$ cat src/rtl/mem_arb_pkg.sv
// rtl/mem_arb_pkg.sv - shared types, funct3 memctrl codes and alignment helper for mem_arbiter
package mem_arb_pkg;

    localparam logic [2:0] MC_B  = 3'b000;
    localparam logic [2:0] MC_H  = 3'b001;
    localparam logic [2:0] MC_W  = 3'b010;
    localparam logic [2:0] MC_BU = 3'b100;
    localparam logic [2:0] MC_HU = 3'b101;

    typedef enum logic {
        IDLE,
        BUSY
    } state_e;

    typedef logic port_t;

    // Halfwords need bit 0 clear, words need both low bits clear; bytes are always aligned.
    function automatic logic is_misaligned(input logic [2:0] ctrl, input logic [1:0] addr_lo);
        case (ctrl)
            MC_H, MC_HU: return addr_lo[0];
            MC_W:        return |addr_lo;
            default:     return 1'b0;
        endcase
    endfunction

endpackage

$ cat src/rtl/rr_arbiter2.sv
// rtl/rr_arbiter2.sv - two-input round-robin arbiter; on a tie the port that did not win last time is granted
module rr_arbiter2
    import mem_arb_pkg::*;
(
    input  logic [1:0] valid_i,
    input  logic       en_i,
    input  port_t      last_i,
    output port_t      grant_o,
    output logic       any_o
);

    assign any_o   = en_i & (|valid_i);
    assign grant_o = (&valid_i) ? ~last_i : valid_i[1];

endmodule

$ cat src/rtl/mem_arbiter.sv
// rtl/mem_arbiter.sv - two-port round-robin arbiter in front of a single-port fixed-latency data memory
// Optional misalignment check enabled by defining MEM_ARB_ALIGN_CHK_EN.
module mem_arbiter
    import mem_arb_pkg::*;
#(
    parameter int MEM_LAT = 1,
    parameter int ADDR_W  = 32,
    parameter int DATA_W  = 32
) (
    input  logic                   clk,
    input  logic                   rst,
    input  logic [1:0]             req_valid,
    output logic [1:0]             req_ready,
    input  logic [1:0]             req_we,
    input  logic [1:0][2:0]        req_ctrl,
    input  logic [1:0][ADDR_W-1:0] req_addr,
    input  logic [1:0][DATA_W-1:0] req_wdata,
    output logic [1:0]             rsp_valid,
    output logic [DATA_W-1:0]      rsp_rdata,
    output logic                   rsp_err,
    output logic                   mem_re,
    output logic                   mem_we,
    output logic [2:0]             mem_ctrl,
    output logic [ADDR_W-1:0]      mem_addr,
    output logic [DATA_W-1:0]      mem_wdata,
    input  logic [DATA_W-1:0]      mem_rdata
);

    localparam int CNT_W = $clog2(MEM_LAT + 1);

    state_e           state_q;
    port_t            gnt_q;
    port_t            last_q;
    logic             we_q;
    logic             err_q;
    logic [CNT_W-1:0] cnt_q;
    logic [CNT_W-1:0] cnt_d;

    port_t gnt;
    logic  accept;
    logic  acc_err;
    logic  rsp_fire;

    // Grants are suppressed while reset is asserted so nothing is accepted in that cycle.
    rr_arbiter2 u_rr (
        .valid_i (req_valid),
        .en_i    ((state_q == IDLE) & ~rst),
        .last_i  (last_q),
        .grant_o (gnt),
        .any_o   (accept)
    );

`ifdef MEM_ARB_ALIGN_CHK_EN
    assign acc_err = accept & is_misaligned(req_ctrl[gnt], req_addr[gnt][1:0]);
`else
    assign acc_err = 1'b0;
`endif

    assign cnt_d    = cnt_q - CNT_W'(1);
    assign rsp_fire = (state_q == BUSY) && (cnt_q == CNT_W'(1));

    always_comb begin
        req_ready = '0;
        mem_re    = 1'b0;
        mem_we    = 1'b0;
        mem_ctrl  = '0;
        mem_addr  = '0;
        mem_wdata = '0;
        if (accept) begin
            req_ready[gnt] = 1'b1;
            mem_re         = ~req_we[gnt] & ~acc_err;
            mem_we         = req_we[gnt] & ~acc_err;
            mem_ctrl       = req_ctrl[gnt];
            mem_addr       = req_addr[gnt];
            mem_wdata      = req_wdata[gnt];
        end
    end

    always_comb begin
        rsp_valid = '0;
        if (rsp_fire) begin
            rsp_valid[gnt_q] = 1'b1;
        end
    end

    // Stores and rejected accesses return zero data; memory data is only meaningful for a real load.
    assign rsp_rdata = (rsp_fire && !we_q && !err_q) ? mem_rdata : '0;

`ifdef MEM_ARB_ALIGN_CHK_EN
    assign rsp_err = rsp_fire & err_q;
`else
    assign rsp_err = 1'b0;
`endif

    always_ff @(posedge clk) begin
        if (rst) begin
            state_q <= IDLE;
            gnt_q   <= 1'b0;
            last_q  <= 1'b1;
            we_q    <= 1'b0;
            err_q   <= 1'b0;
            cnt_q   <= '0;
        end else begin
            case (state_q)
                IDLE: begin
                    if (accept) begin
                        state_q <= BUSY;
                        gnt_q   <= gnt;
                        last_q  <= gnt;
                        we_q    <= req_we[gnt];
                        err_q   <= acc_err;
                        cnt_q   <= CNT_W'(MEM_LAT);
                    end
                end
                BUSY: begin
                    if (cnt_q == CNT_W'(1)) begin
                        state_q <= IDLE;
                    end else begin
                        cnt_q <= cnt_d;
                    end
                end
                default: state_q <= IDLE;
            endcase
        end
    end

endmodule

$ cat config.mk
export PLATFORM = sky130hd
export DESIGN_NAME = mem_arbiter
export DESIGN_NICKNAME = d
export VERILOG_FILES = /design/src/rtl/mem_arb_pkg.sv /design/src/rtl/rr_arbiter2.sv /design/src/rtl/mem_arbiter.sv
export SDC_FILE = /design/constraint.sdc
export NUM_CORES = 1
export LEC_CHECK = 0
export BUFFER_PORTS_ARGS = -buffer_cell sky130_fd_sc_hd__buf_2
export CAP_MARGIN = 20
export CORE_AREA = 2 2 108 110
export CTS_CLUSTER_DIAMETER = 100
export DETAILED_ROUTE_END_ITERATION = 8
export DIE_AREA = 0 0 110 112
export PLACE_DENSITY = 0.52
export SETUP_SLACK_MARGIN = 0.2
export SLEW_MARGIN = 40
export SYNTH_ARGS = -nofsm -noshare
export SYNTH_HDL_FRONTEND = slang
export SYNTH_SLANG_ARGS = --single-unit
$ cat constraint.sdc
create_clock -name clk -period 1.6 [get_ports clk]
set_input_delay 0.24 -clock clk [delete_from_list [all_inputs] [get_ports clk]]
set_output_delay 0.24 -clock clk [all_outputs]
set_load 0.02 [all_outputs]
==> out/metrics.cfg <==
[floorplan]
fp.dieW_um=110
core-area_mm2=0.01117
start_util_pct=10.45
num_io_pins=278
die_h_um=112
row_count=39
dieArea_mm2=0.01232

[synthesis]
yosys.area_share.xor_xnor_pct=0
synth_compound_area_share_pct=55.31
syn_nets=321
syn_inst=149
synth_top_family_by_area=compound AO/OA/AOI/OAI gates
seq_area_frac_synth_pct=8.574
synth.distinct_cells=27
yosysWarningCount=0
synth_area_per_cell_um2=7.835
synth-simple-area-share_pct=25.08
synth_adder_area_share_pct=0
synthesis.area_mm2=0.001167
synthMuxAreaShare_pct=0.8574
ys_seq_elements=5

[worst_setup_path]
rrSetupSlack_ns=0.27
regToRegEndpoint=we_q$_SDFFE_PP0P_
reg2reg_from=last_q$_SDFFE_PP1P_
critical_path.max_fanout=9
arrival_ns=1.57
crit_family=buffers and inverters
crit_path_top_delay_cell=dfxtp_2
cp_slowest_stage_delay_ns=0.33
worstPathRequired_ns=1.36
reg2reg_depth=7
start_kind=register
crit_type=register to primary output
end_kind=primary output
crit_buf_inv=3
crit_chain=nor2b_2 > nor3_4 > buf_12 > clkbuf_16 > a22o_4 > buf_4

[timing]
fin_hold_ws_ns=0.3727
fmax_mhz=551.2
tns_ns=-12.58
rsz0062_at_grt=yes
slew_violations=0
finalCritPeriodShare_pct=113.4
finClkSkew_ns=0.002924
worst_slew_pin_slew_ns=0.6587
hold_violations=0
setup_viol=75
min_period_ns=1.814
slew-limit-headroom_pct=55.62
setup_ws_ns=-0.2142

[power_and_ir_drop]
pwr-share-comb_pct=69.4
power_leakage_nw=2.342
p_switching_mw=0.6799
ir_drop_mv=0.3049
p_int_mw=1.198
swShare_pct=36.20
power_frac_seq_pct=7.9
power_frac_clock_pct=22.7
p_per_area_mw_per_mm2=435.9

[layout]
fin_cells=593
drive_gt1_share_pct=90.22
final_nets=623
syn2layout_area_growth_pct=269.0
antennaDiodeCount=0

[global_routing]
grt_pass1_wl_um=12840
antenna_found_initial=0
grtUsageTotal_pct=13.58
grt_max_degree=30
grt-ovfl-total=0
grt_pass1_vias=2476

[clock_network]
cts_buffers=3
postCtsHoldBufs=0
root_buffer=clkbuf_16
clk_path_buf_depth=2
cts_tree=yes
path_clk_slew_ns=0.04
htree_levels=1
clock_latency_ns=0.23
cts.sinks=5

[place]
io_buffers=276
dp_hpwl_um=7409
dp_cells=573
place.gp.congestion=0.8124

[routing]
post_drt_wl_per_cell_um=16.80
drc_errors=0
vias_per_cell=4.229
wl_um=9963
drtAntennaViolNets=0
drtIter0Drc=140
drtPass1Iterations=4
num_vias=2508

[min_path]
worstHoldPathCells=4
holdPathEnd=cnt_q$_SDFFE_PP0P_
hold_start=req_valid[1]
worstHoldPathType=input pin to register

[outcome]
status=finished with violations
violations=setup timing

[run]
maxCapViolations=0

-- worst min-delay path: cells and delay by family --
kind	cells	cell delay, ns
simple gates	2	0.12
buf+inv	2	0.22
-- routing by layer --
| layer | vias to the layer above | share of wire [%] | GRT usage, % |
|---|---|---|---|
| li1 | 1185 | - | - |
| met1 | 1139 | 37 | 14.43 |
| met2 | 177 | 54 | 27.28 |
| met3 | 7 | 8.7 | 2.225 |
| met4 | 0 | 0.91 | 2.363 |
| met5 | - | 0 | 0 |
-- state kept, by name, indices dropped and copies added, names as in the netlist --
signal / count
state_q: 1
cnt_q: 1
last_q: 1
gnt_q: 1
we_q: 1
-- synthesized netlist by cell type --
cell type,instances,area [um^2]
nand2b_1,1,6.260
nor2_1,6,22.52
nor2b_1,1,6.260
and3_1,1,6.260
o21ai_0,1,5.000
o21ba_2,1,10.01
a211oi_1,1,7.510
buf_4,3,22.52
a22oi_1,1,7.510
buf_2,8,40.04
nor3b_1,1,7.510
nor3_1,1,5.000
nand2_1,1,3.750
clkbuf_1,7,26.28
a221o_1,1,10.01
nor3b_2,1,12.51
conb_1,1,3.750
nor4_1,1,6.260
inv_1,1,3.750
buf_6,2,22.52
dfxtp_1,5,100.1
a21boi_2,1,11.26
o31ai_1,1,7.510
a22o_1,67,586.8
nor3_4,1,16.27
and2_1,32,200.2
mux2i_1,1,10.01
-- worst max-delay path by stage --
stage / cells past startpoint / endpoint / startpoint / slack (ns)
final: 6 / mem_wdata[11] / last_q$_SDFFE_PP1P_ / -0.21
after global routing: 6 / mem_addr[28] / last_q$_SDFFE_PP1P_ / -0.30
after CTS: 6 / mem_addr[20] / last_q$_SDFFE_PP1P_ / -0.24
after detailed placement: 7 / mem_wdata[31] / req_valid[0] / -0.11
after global placement: 7 / mem_wdata[31] / req_valid[0] / -0.10
after floorplan: 5 / mem_wdata[25] / state_q$_SDFF_PP0_ / 0.08
-- what timing repair did --
item                                    CTS  global route
gates cloned                              6             4
pin swaps                                 8            33
endpoints found under the setup margin  103           103
endpoints found under the hold margin     0             0
gates resized for setup                 141           108
setup buffers                             2             4
-- power groups by stage --
| stage | clock network (mW) | logic [mW] | registers (mW) |
|---|---|---|---|
| 6_report | 0.427 | 1.30 | 0.148 |
| 5_1_grt | 0.436 | 1.38 | 0.150 |
| 4_1_cts | 0.426 | 1.16 | 0.147 |
| 3_5_place_dp | 0 | 0.971 | 0.146 |
| 3_3_place_gp | 0 | 0.963 | 0.146 |
| 2_1_floorplan | 0 | 0.522 | 0.143 |
-- area by class of cell --
type | count | area (um^2)
Sequential cell | 5 | 102.6
Fill cell | 1112 | 6867
Tap cell | 143 | 178.9
Inverter | 1 | 3.754
Timing Repair Buffer | 317 | 2499
Multi-Input combinational cell | 123 | 1445
Clock buffer | 4 | 78.83
-- logic make-up after synthesis --
kind of cell | count (synthesis)
muxes | 1
other | 1
buffers and inverters | 21
and+or+nand+nor | 47
AOI/OAI and AO/OA | 74
DFF | 5
-- metrics by stage --
| stage | utilization (%) | setup slack (ns) | total power, mW | cell area [um^2] |
|---|---|---|---|---|
| 5_1_grt | 38.55 | -0.3031 | 1.965 | 4308 |
| 3_5_place_dp | 28.69 | -0.1065 | 1.117 | 3206 |
| 3_3_place_gp | 28.69 | -0.1016 | 1.109 | 3206 |
| 4_1_cts | 34.27 | -0.2386 | 1.735 | 3830 |
| 6_report | 38.55 | -0.2142 | 1.878 | 4308 |
| 2_1_floorplan | - | 0.08339 | 0.6655 | 1559 |
-- layout by cell type (no fill, tap or decap), drive strengths merged --
| cell type | instances |
|---|---|
| o31ai | 1 |
| a211oi | 1 |
| nor2 | 6 |
| nor3b | 2 |
| inv | 1 |
| o21ai | 1 |
| and3 | 1 |
| a21boi | 1 |
| nor2b | 1 |
| nor3 | 2 |
| nand2b | 1 |
| mux2i | 1 |
| and2 | 32 |
| a221o | 1 |
| clkbuf | 9 |
| o21ba | 1 |
| nand2 | 1 |
| a22o | 67 |
| dfxtp | 5 |
| nor4 | 1 |
| buf | 312 |
| a22oi | 1 |
| conb | 1 |
(Power assumes the default switching activity.)
